--- config.mk ---
export PLATFORM = sky130hd
export DESIGN_NAME = fft_input_packer
export DESIGN_NICKNAME = d
export VERILOG_FILES = /design/src/rtl/fft_input_packer.sv
export SDC_FILE = /design/constraint.sdc
export NUM_CORES = 1
export LEC_CHECK = 0
export ABC_AREA = 0
export CAP_MARGIN = 10
export CORE_UTILIZATION = 29
export CTS_BUF_LIST = sky130_fd_sc_hd__clkbuf_16
export DETAILED_ROUTE_END_ITERATION = 7
export HOLD_SLACK_MARGIN = 0.1
export PLACE_DENSITY = 0.51
export SYNTH_ARGS = -nofsm -noshare
export SYNTH_HDL_FRONTEND = slang
export SYNTH_SLANG_ARGS = --single-unit
--- constraint.sdc ---
create_clock -name clk -period 3.25 [get_ports clk]
set_input_delay 0.65 -clock clk [delete_from_list [all_inputs] [get_ports clk]]
set_output_delay 0.65 -clock clk [all_outputs]
set_load 0.05 [all_outputs]
--- src/rtl/fft_input_packer.sv ---
// fft_input_packer: front-end framer for the FFT pipeline.
// Collects serial I/Q samples into LANES-wide beats. A frame is FRAME_BEATS beats.
// A frame cut short by din_last is zero-padded out to full length.
//
// Handshake: an input sample transfers on a rising clk edge where din_valid && din_ready.
// din_ready does not depend on din_valid. The output side has no back-pressure.
// dout_valid is a one-cycle pulse that the downstream stage must take.
module fft_input_packer #(
    parameter int LANES       = 16,
    parameter int DW          = 9,
    parameter int FRAME_BEATS = 32
) (
    input  logic          clk,
    input  logic          rstn,
    input  logic          din_valid,
    input  logic [DW-1:0] din_i,
    input  logic [DW-1:0] din_q,
    input  logic          din_last,
    output logic          din_ready,
    output logic          dout_valid,
    output logic [DW-1:0] dout_i [0:LANES-1],
    output logic [DW-1:0] dout_q [0:LANES-1],
    output logic          dout_sof,
    output logic          dout_eof,
    output logic          dbg_state_o
);

    localparam int LW = (LANES > 1) ? $clog2(LANES) : 1;
    localparam int BW = (FRAME_BEATS > 1) ? $clog2(FRAME_BEATS) : 1;

    typedef enum logic {
        FILL = 1'b0,
        PAD  = 1'b1
    } state_t;

    state_t          state_q, state_d;
    logic            alive_q;
    logic [LW-1:0]   lane_cnt_q, lane_cnt_d;
    logic [BW-1:0]   beat_cnt_q, beat_cnt_d;
    logic [DW-1:0]   stage_i_q [0:LANES-1];
    logic [DW-1:0]   stage_q_q [0:LANES-1];
    logic [DW-1:0]   stage_i_d [0:LANES-1];
    logic [DW-1:0]   stage_q_d [0:LANES-1];
    logic [DW-1:0]   dout_i_q  [0:LANES-1];
    logic [DW-1:0]   dout_q_q  [0:LANES-1];
    logic [DW-1:0]   dout_i_d  [0:LANES-1];
    logic [DW-1:0]   dout_q_d  [0:LANES-1];
    logic            dout_valid_q, dout_valid_d;
    logic            dout_sof_q, dout_sof_d;
    logic            dout_eof_q, dout_eof_d;
    logic            accept;
    logic            emit;
    logic            lane_full;
    logic            beat_last;

    // alive_q keeps din_ready low through reset and for the first edge after release.
    assign din_ready   = alive_q && (state_q == FILL);
    assign accept      = din_valid && din_ready;
    assign lane_full   = (lane_cnt_q == LW'(LANES - 1));
    assign beat_last   = (beat_cnt_q == BW'(FRAME_BEATS - 1));
    assign dout_valid  = dout_valid_q;
    assign dout_sof    = dout_sof_q;
    assign dout_eof    = dout_eof_q;
    assign dout_i      = dout_i_q;
    assign dout_q      = dout_q_q;
    assign dbg_state_o = state_q;

    // State, counters and the ready qualifier.
    always_ff @(posedge clk or negedge rstn) begin
        if (!rstn) begin
            state_q    <= FILL;
            alive_q    <= 1'b0;
            lane_cnt_q <= '0;
            beat_cnt_q <= '0;
        end else begin
            state_q    <= state_d;
            alive_q    <= 1'b1;
            lane_cnt_q <= lane_cnt_d;
            beat_cnt_q <= beat_cnt_d;
        end
    end

    // Staging lanes and registered output beat with its flags.
    always_ff @(posedge clk or negedge rstn) begin
        if (!rstn) begin
            stage_i_q    <= '{default: '0};
            stage_q_q    <= '{default: '0};
            dout_i_q     <= '{default: '0};
            dout_q_q     <= '{default: '0};
            dout_valid_q <= 1'b0;
            dout_sof_q   <= 1'b0;
            dout_eof_q   <= 1'b0;
        end else begin
            stage_i_q    <= stage_i_d;
            stage_q_q    <= stage_q_d;
            dout_i_q     <= dout_i_d;
            dout_q_q     <= dout_q_d;
            dout_valid_q <= dout_valid_d;
            dout_sof_q   <= dout_sof_d;
            dout_eof_q   <= dout_eof_d;
        end
    end

    // Next-state: fill lanes, assemble beats, and run the zero-padding tail of a short frame.
    always_comb begin
        state_d      = state_q;
        lane_cnt_d   = lane_cnt_q;
        beat_cnt_d   = beat_cnt_q;
        stage_i_d    = stage_i_q;
        stage_q_d    = stage_q_q;
        dout_i_d     = dout_i_q;
        dout_q_d     = dout_q_q;
        dout_valid_d = 1'b0;
        dout_sof_d   = 1'b0;
        dout_eof_d   = 1'b0;
        emit         = 1'b0;

        case (state_q)
            FILL: begin
                if (accept) begin
                    stage_i_d[lane_cnt_q] = din_i;
                    stage_q_d[lane_cnt_q] = din_q;
                    if (lane_full || din_last) begin
                        // Lanes below the current one come from staging. The current lane
                        // takes the live sample. Lanes above are zero (only reachable on din_last).
                        emit       = 1'b1;
                        lane_cnt_d = '0;
                        for (int k = 0; k < LANES; k++) begin
                            if (k < int'(lane_cnt_q)) begin
                                dout_i_d[k] = stage_i_q[k];
                                dout_q_d[k] = stage_q_q[k];
                            end else if (k == int'(lane_cnt_q)) begin
                                dout_i_d[k] = din_i;
                                dout_q_d[k] = din_q;
                            end else begin
                                dout_i_d[k] = '0;
                                dout_q_d[k] = '0;
                            end
                        end
                        if (din_last && !beat_last) begin
                            state_d = PAD;
                        end
                    end else begin
                        lane_cnt_d = lane_cnt_q + LW'(1);
                    end
                end
            end
            PAD: begin
                // beat_cnt back at 0 means the eof beat is on the output this cycle.
                // Stay in PAD for that cycle so din_ready rises only after the eof pulse.
                if (beat_cnt_q == '0) begin
                    state_d = FILL;
                end else begin
                    emit     = 1'b1;
                    dout_i_d = '{default: '0};
                    dout_q_d = '{default: '0};
                end
            end
            default: state_d = FILL;
        endcase

        if (emit) begin
            dout_valid_d = 1'b1;
            dout_sof_d   = (beat_cnt_q == '0);
            dout_eof_d   = beat_last;
            beat_cnt_d   = beat_last ? '0 : beat_cnt_q + BW'(1);
        end
    end

endmodule
==> qor.csv <==
stage;metric;value;unit
logic_synthesis;seq_area_frac_synth;0.588;
logic_synthesis;syn_avg_cell_area;11.4;µm²
power_and_ir_drop;p_per_area;689;nW/µm²
critical_path;worstSetupPathType;reg2reg;
global_route;overflow;0;
floorplan;rows;105;
logic_synthesis;synthAdderAreaFrac;0.00360;
logic_synthesis;yosys_warnings;0;
sta;fmax;357;MHz
logic_synthesis;synth.most_common_cell;dfrtp_1;
cts;post_cts_resized;0;
logic_synthesis;synth_compound_area_frac;0.127;
critical_path;arrival;3320;ps
power_and_ir_drop;vdd_drop_max;0.000495;V
logic_synthesis;synthCells;2141;
finish;n_fill_cell;8002;
global_route;grt_pass1_vias;18400;
logic_synthesis;synthMuxAreaShare;0.140;
logic_synthesis;synth_area_leader_cell;dfrtp_1;
sta;slew_headroom;0.315;
global_route;antenna_found_initial;1;
placed_design;place_ws;440;ps
placed_design;hpwlAfterDp;55400;µm
cts;cts_tree;done;
cts;cts_setup_buffers;0;
floorplan;start_util;0.295;
global_route;grt_pass1_wl;120000;µm
cts;cts_max_path_buffers;3;
critical_path;cp_slowest_stage_delay;750;ps
critical_path;cp.required;3770;ps
placed_design;place.gp.congestion;0.825;
detailed_routing;vias;17900;
detailed_routing;drc;5;
sta;fin_crit;2800;ps
sta;slew_violations;0;
detailed_routing;ant_nets;0;
sta;fin_ws;449;ps
sta;rsz0062_at_grt;no;
critical_path;worstPathCellList;ha_1, buf_4, nand3_1, nor2_1, a222oi_1, inv_1;
floorplan;die_h;292;µm
run_status;violations;design-rule violations;
logic_synthesis;synth_xor_area_frac;0;
floorplan;core;82600;µm²
logic_synthesis;yosys.area_share.simple;0.0972;
cts;path_clk_slew;60;ps
sta;setup_viol;0;
logic_synthesis;synth_top_family_by_area;multiplexers;
floorplan;dieArea;85100;µm²
logic_synthesis;synth_common_cells;dfrtp_1, nand2_1, mux2_2;
sta;finalCritPeriodShare;0.862;
finish;drive_above_1_share;0.202;
sta;finClkSkew;15.5;ps
detailed_routing;routed_wl;80300;µm
detailed_routing;drtIter0Drc;1187;
floorplan;ios;315;
cts;h-tree-depth;3;
cts;clock_latency;600;ps
critical_path;start_kind;flip-flop;
critical_path;cp-end-kind;flip-flop;
logic_synthesis;syn_nets;2170;
logic_synthesis;synth_edf_count;0;
detailed_routing;vias_per_cell;5.04;
finish;n_antenna_cell;0;
logic_synthesis;synth_ff_type;dfrtp_1;
cts;cts_sinks;572;
detailed_routing;first_pass_iters;8;
global_route;grt_usage;0.188;
run_status;status;complete, but fails checks;
logic_synthesis;synth_area;24300;µm²
critical_path;path_buf_inv;2;
placed_design;io_buffer_count;314;
finish;layout.nets;2463;
logic_synthesis;synthTopCellsByArea;dfrtp_1, mux2_2, nand2_1;
sta;tightest_slew;1030;ps
run;max_cap_viol_count;0;
logic_synthesis;yosys.cell_types.count;49;
sta;setup_tns;0;ps
floorplan;die_x;292;µm
finish;area_growth;26.8;%
worst_hold_path;hold_path_class;reg2reg;
power_and_ir_drop;p_leak;13.9;nW
global_route;grt_start_max_net_pins;101;
logic_synthesis;synthArstFlopShare;1.00;
logic_synthesis;ys_ff_latch;572;
cts;cts-root-buf;clkbuf_16;
critical_path;crit_family;simple AND/OR/NAND/NOR gates;
cts;cts_buffers;67;
detailed_routing;wl_per_cell;22.6;µm
sta;hold_viol_final;0;
critical_path;crit_fanout;25;
critical_path;slowest_stage;nor2_1;
logic_synthesis;synth_top_area_share;0.588;
tightest hold or removal path: stages (launching register included):
cell	delay [ps]
dfrtp_1	340
nand2_1	40
o21ai_0	60
layout make-up:
class	count	area (µm²)	area share
clock buffer	73	1830	0.0592
inverter	20	75.1	0.00243
multi-input combinational	1356	8980	0.291
timing repair buffer	417	4120	0.133
clock inverter	43	219	0.00709
sequential	572	14300	0.464
tap	1070	1340	0.0434
metrics by stage:
stage	power [mW]	util	instances	area, µm²	hold WS [ps]
detailed placement	14.4	0.349	3434	28800	466
CTS	21.5	0.374	3551	30900	479
global placement	14.3	0.349	3434	28800	466
finish	21.3	0.374	3551	30900	478
floorplan	12.4	-	2141	24300	354
global route	22.3	0.374	3551	30900	500
metal layers:
layer | GRT usage | vias up | wire length, µm
met5 | 0 | - | 11
met4 | 0.0679 | 2 | 2360
met3 | 0.0366 | 118 | 4220
met2 | 0.316 | 473 | 39600
met1 | 0.239 | 9217 | 34100
li1 | - | 8071 | -
where the power goes:
| part | leakage [nW] | internal [mW] | switching [mW] |
|---|---|---|---|
| clock network | 1.04 | 4.09 | 2.95 |
| registers | 7.86 | 7.88 | 0.497 |
| logic | 5.03 | 1.88 | 3.97 |
layout by cell type, fill, tap and decap left out, types with 3 or more instances in the layout:
cell,Yosys,final
nand3b_1,3,3
or3_1,4,3
a221o_1,5,5
o31ai_1,20,20
nor2_2,9,11
nor2_4,3,3
a21oi_1,106,106
clkbuf_16,0,73
a31oi_1,8,8
nor3_4,3,3
nand3_1,5,5
buf_4,26,87
a32oi_1,20,20
a222oi_1,10,10
clkinv_1,2,19
nand2_1,311,311
and3_1,59,59
nor2b_1,18,18
nand2_2,7,6
nand2b_1,13,13
clkinv_2,0,9
dfrtp_1,572,572
o21ai_1,79,79
mux2i_1,36,36
buf_12,0,17
nor3_1,5,5
mux2_2,271,271
a22oi_1,88,88
inv_1,18,29
nor2_1,68,66
clkinvlp_4,0,4
buf_2,23,3
clkdlybuf4s50_1,0,308
ha_1,7,6
o21ai_0,179,179
sequential cells by signal (all words and copies together) (netlist names):
signal       cells
alive_q          1
beat_cnt_q       5
dbg_state_o      1
dout_eof         1
dout_i         144
dout_q         144
dout_sof         1
dout_valid       1
lane_cnt_q       4
stage_i_q      135
stage_q_q      135
cell families (layout without fill, tap and decap cells):
kind of cell	Yosys count	after routing
multiplexers	307	307
buffers and inverters	213	553
AO/OA/AOI/OAI	524	524
AND/OR/NAND/NOR	517	517
flip-flops	572	572
other	1	1
adder cells (fa/ha/maj)	7	7
path summary, 6_finish.rpt:
check,to,cells past startpoint,start,slack [ps]
setup / recovery,dout_q[12],6,lane_cnt_q[1],450
hold / removal,dout_i[138],2,dout_i[138],480
setup reg to reg,dout_q[12],6,lane_cnt_q[1],450
hold reg to reg,dout_i[138],2,dout_i[138],480
max in group asynchronous,stage_q_q[72],3,rstn,1660
min in group asynchronous,dout_i[54],2,rstn,600
what timing repair did:
| item | in CTS | in global routing |
|---|---|---|
| hold buffers | 1 | 0 |
| endpoints found under the hold margin | 41 | 0 |
| endpoints found under the setup margin | 0 | 0 |
Power figures use the tool's default switching activity.
==> edit 1, RTL diff (same settings) <==
Make the reset (`rstn`) synchronous in 2 clocked blocks.
--- a/src/rtl/fft_input_packer.sv
+++ b/src/rtl/fft_input_packer.sv
@@ -68,3 +68,3 @@
     // State, counters and the ready qualifier.
-    always_ff @(posedge clk or negedge rstn) begin
+    always_ff @(posedge clk) begin
         if (!rstn) begin
@@ -83,3 +83,3 @@
     // Staging lanes and registered output beat with its flags.
-    always_ff @(posedge clk or negedge rstn) begin
+    always_ff @(posedge clk) begin
         if (!rstn) begin
Function: not settled (the Yosys comparison gave no result); the edit may change what the design does.
==> edit 1 against the unedited design <==
- synthesized cell count rose by 33%
- core utilization fell by 0.63 points
- largest cell class unchanged
- setup slack improved by 0.0053 ns
- final area fell by 3.7%
- global-route usage rose by 1.4 points
- sequential share of layout area fell by 7.8 points
- sequential cell count did not move
- wire length rose by 7.2%
- die area fell by 2.0%
- area after synthesis fell by 2.1%
Power is not compared: it rests on default switching activity, and its combinational part moved more than twofold at a synthesized area within 25%.
==> edit 1: results (changes against the unedited design) <==
| Metric | Value |
|---|---|
| Status | completed |
| Setup-failing EPs final | 0 (unchanged) |
| H-tree depth | 3 (unchanged) |
| Place WS | 0.480 ns (+0.0402 ns) |
| I/O Buffers | 314 (unchanged) |
| Pre-antenna DRT Iters | 5 (-3) |
| Min Tclk post-route | 2.80 ns (-0.00531 ns) |
| Detailed Route WL | 86000 µm (+7.2%) |
| Layout cells sized above 1 | 8.08% (-12 points) |
| Setup Buffers After CTS | 0 (unchanged) |
| Async SR Flop Fraction | 0% (-100 points) |
| Via count | 20900 (+17%) |
| Largest stage delay, worst path | 0.81 ns (+0.06 ns) |
| Reg2reg path depth | 5 (-1) |
| Post-synth top cells | nand2_1 (649), dfxtp_1 (572), a21oi_1 (363) |
| 1st-iter DRT viols | 1494 (+26%) |
| Clock Latency Late Sink | 0.59 ns |
| R2R setup slack | 0.51 ns (+0.06 ns) |
| Synthesized net count | 2886 (+33%) |
| Warnings, synthesis | 0 (unchanged) |
| CP max FO | 5 (-80%) |
| Clock buffer depth | 3 (unchanged) |
| Setup Skew | 0.0234 ns (+0.00791 ns) |
| Root Buffer | clkbuf_16 |
| Initial antenna violation count | 4 (+3) |
| CTS Buf Count | 69 (+3.0%) |
| Final nets | 3047 (+24%) |
| DRC violations left | 0 (-5) |
| Final HPWL DP | 54100 µm (-2.3%) |
| Global-route wire length before repair | 128000 µm (+6.7%) |
| Pin count of the biggest net entering global routing | 91 (-9.9%) |
| Worst hold path type | in -> reg |
| CP arrival | 2.15 ns (-1.17 ns) |
| GR Util All Layers | 20.2% (+1.4 points) |
| Placed cell area | 27600 µm² (-4.4%) |
| Synth cell types | 57 (+16%) |
| Hold Crit Depth | 1 (-1) |
| Top cells by area, synth | dfxtp_1 (48%), nand2_1 (10%), a21oi_1 (7.6%) |
| Least-Margin Pin Slew | 1.02 ns (-0.00761 ns) |
| Fill count | 8370 (+4.6%) |
| Sw power | 3690 µW |
| Worst-path clk slew | 0.06 ns (about the same) |
| Routability congestion estimate | 0.755 (-8.4%) |
| Seq/Total Area, Yosys | 48.0% (-11 points) |
| Slowest-stage cell, CP | clkdlybuf4s50_1 |
| Vias in the first global route | 19700 (+6.9%) |
| Maximum vdd drop | between 0.3 and 0.4 mV |
| Leak pwr | 0.0102 µW |
| Number of gates resized after CTS | 0 (unchanged) |
## edit 1: per-layer routing
| layer | part of all wire (%) | global-route usage [%] |
|---|---|---|
| met5 | 0.044 | 0 |
| met4 | 2.1 | 5.42 |
| met3 | 6.8 | 4.40 |
| met2 | 43 | 29.7 |
| met1 | 48 | 29.3 |
## edit 1: path summary, 6_finish.rpt
kind | endpoint | from
max reg2reg | stage_q_q[41] | lane_cnt_q[1]
max | din_ready | alive_q
min | alive_q | rstn
min reg2reg | dout_q[41] | dout_q[41]
## edit 1: logic make-up after synthesis
family                   count (synthesis)  synth area share, %
flip-flops                             572                 48.0
multiplexers                            20                0.839
buffers and inverters                  310                 6.38
AND/OR/NAND/NOR                       1113                 21.6
adder cells (fa/ha/maj)                  7                0.367
AO/OA/AOI/OAI                          835                 22.8
## edit 1: power by group through the flow
stage	Combinational, µW	Clock (µW)	Sequential (µW)
6_report	668	7440	7060
3_5_place_dp	673	0	7210
3_3_place_gp	672	0	7210
4_1_cts	674	7650	7060
5_1_grt	712	7930	7060
2_1_floorplan	383	0	7240
## edit 1: critical path, delay by kind of cell (launching register included)
| family | cells | cell delay (ns) |
|---|---|---|
| flip-flops | 1 | 0.54 |
| AND/OR/NAND/NOR | 1 | 0.20 |
| buffers and inverters | 1 | 0.81 |
## edit 1: cell type report
type / count / share of cell area [%]
repair buffers: 394 / 12.7
diodes: 2 / 0.0168
clock buffers: 73 / 6.15
multi-input cells: 1975 / 36.9
inverters: 6 / 0.101
clock inverters: 50 / 1.12
flip-flops and latches: 572 / 38.5
well taps: 1060 / 4.46
## edit 1: metrics by stage
stage	utilization, %	hold WS, ns	total power [µW]	cells
final	36.7	0.413	15200	4132
after global routing	36.7	0.392	15700	4130
after CTS	36.7	0.375	15400	4130
after detailed placement	34.0	0.439	7880	4007
after global placement	34.0	0.439	7880	4007
after floorplan	-	0.432	7620	2857
==> edit 2, RTL diff (same flow settings) <==
Without the edit above. `FRAME_BEATS`: 32 -> 64.
--- a/src/rtl/fft_input_packer.sv
+++ b/src/rtl/fft_input_packer.sv
@@ -10,3 +10,3 @@
     parameter int DW          = 9,
-    parameter int FRAME_BEATS = 32
+    parameter int FRAME_BEATS = 64
 ) (
Check against the original RTL: not settled (the Yosys comparison gave no result); the edit may change what the design does.
==> edit 2 against the unedited design <==
- worst hold slack improved by 0.00063 ns
- largest cell class unchanged
- sequential cell count increased by 1
- combinational power decreased by 16%
- setup slack got worse by 0.26 ns
- area after synthesis increased by 3.2%
- final area increased by 2.9%
- power decreased by 3.0%
- critical path type is now reg -> out
- wire length increased by 3.9%
==> edit 2: results (changes against the unedited design) <==
| Metric | Value |
|---|---|
| Status | completed |
| CP arrival | 2.41 ns (-0.91 ns) |
| Setup Skew | 0.0224 ns (+0.00688 ns) |
| DRC violations left | 0 (-5) |
| Vias in the first global route | 18700 (+1.4%) |
| Worst R2R End | dout_i[132] |
| Launch point of the worst reg-to-reg path | lane_cnt_q[3] |
| Synthesized net count | 2024 (-6.7%) |
| Reg2reg path depth | 4 (-2) |
| Least-Margin Pin Slew | 1.28 ns (+0.253 ns) |
| Post-Synth Adder-Cell Area | 0.299% (-0.061 points) |
| GR Layer Usage met3 | 3.36% (-0.30 points) |
| Sw Ratio | 32.9% (-1.9 points) |
| Hold Crit Depth | 1 (-1) |
| CP max FO | 4 (-84%) |
| Met1 GRT Util | 24.9% (+1.0 points) |
| Post-synth top cells | dfrtp_1 (573), mux2_2 (258), o2bb2ai_1 (189) |
| Worst Setup EP | din_ready |
| Worst Setup SP | alive_q |
| Metal-1 WL | 36400 µm (+6.9%) |
| Seq/Total Area, Yosys | 57.1% (-1.7 points) |
| Final HPWL DP | 55300 µm (-0.13%) |
| Min Tclk post-route | 3.06 ns (+0.257 ns) |
| R2R setup slack | 0.47 ns (+0.02 ns) |
| Global-route track usage on met2 | 31.8% (+0.25 points) |
| Largest stage delay, worst path | 0.91 ns (+0.16 ns) |
| Placed Cells | 3323 (-3.2%) |
| Slowest-stage cell, CP | clkdlybuf4s50_1 |
| Layout cells sized above 1 | 22.5% (+2.3 points) |
| Routability congestion estimate | 0.777 (-5.7%) |
| Met3 WL post-DR | 3910 µm (-7.4%) |
| Reg power frac | 39.8% (+0.4 points) |
| Layout overhead on the synthesized area | 26.4% |
| Fill count | 8194 (+2.4%) |
[edit 2: cell count changes after synthesis, sizes merged, moves of 36 or more]
cell,unedited run,this run
o21ai,258,43
a21o,2,48
a22o,0,72
buf,72,109
nor3,8,48
o2bb2ai,0,189
nor2,80,44
nand2,318,87
and3,59,23
[edit 2: per-stage QoR]
stage	hold WS (ns)	power [µW]	instance area, µm²
after global routing	0.486	21600	31800
after global placement	0.466	13200	29600
after CTS	0.480	20900	31700
after detailed placement	0.468	13300	29600
final	0.478	20600	31800
after floorplan	0.354	11600	25100
[edit 2: cell type report]
type	count	area (µm²)	area share, %
Tap cell	1144	1430	4.51
Sequential cell	573	14300	45.2
Inverter	7	26.3	0.0827
Timing Repair Buffer	405	3980	12.5
Antenna cell	1	2.50	0.00788
Multi-Input combinational cell	1196	9810	30.9
Clock inverter	52	395	1.24
Clock buffer	71	1780	5.59
[edit 2: what timing repair did]
action	4_1_cts	5_1_grt
hold endpoints to repair	50	0
buffers inserted	0	0
hold buffers	1	0
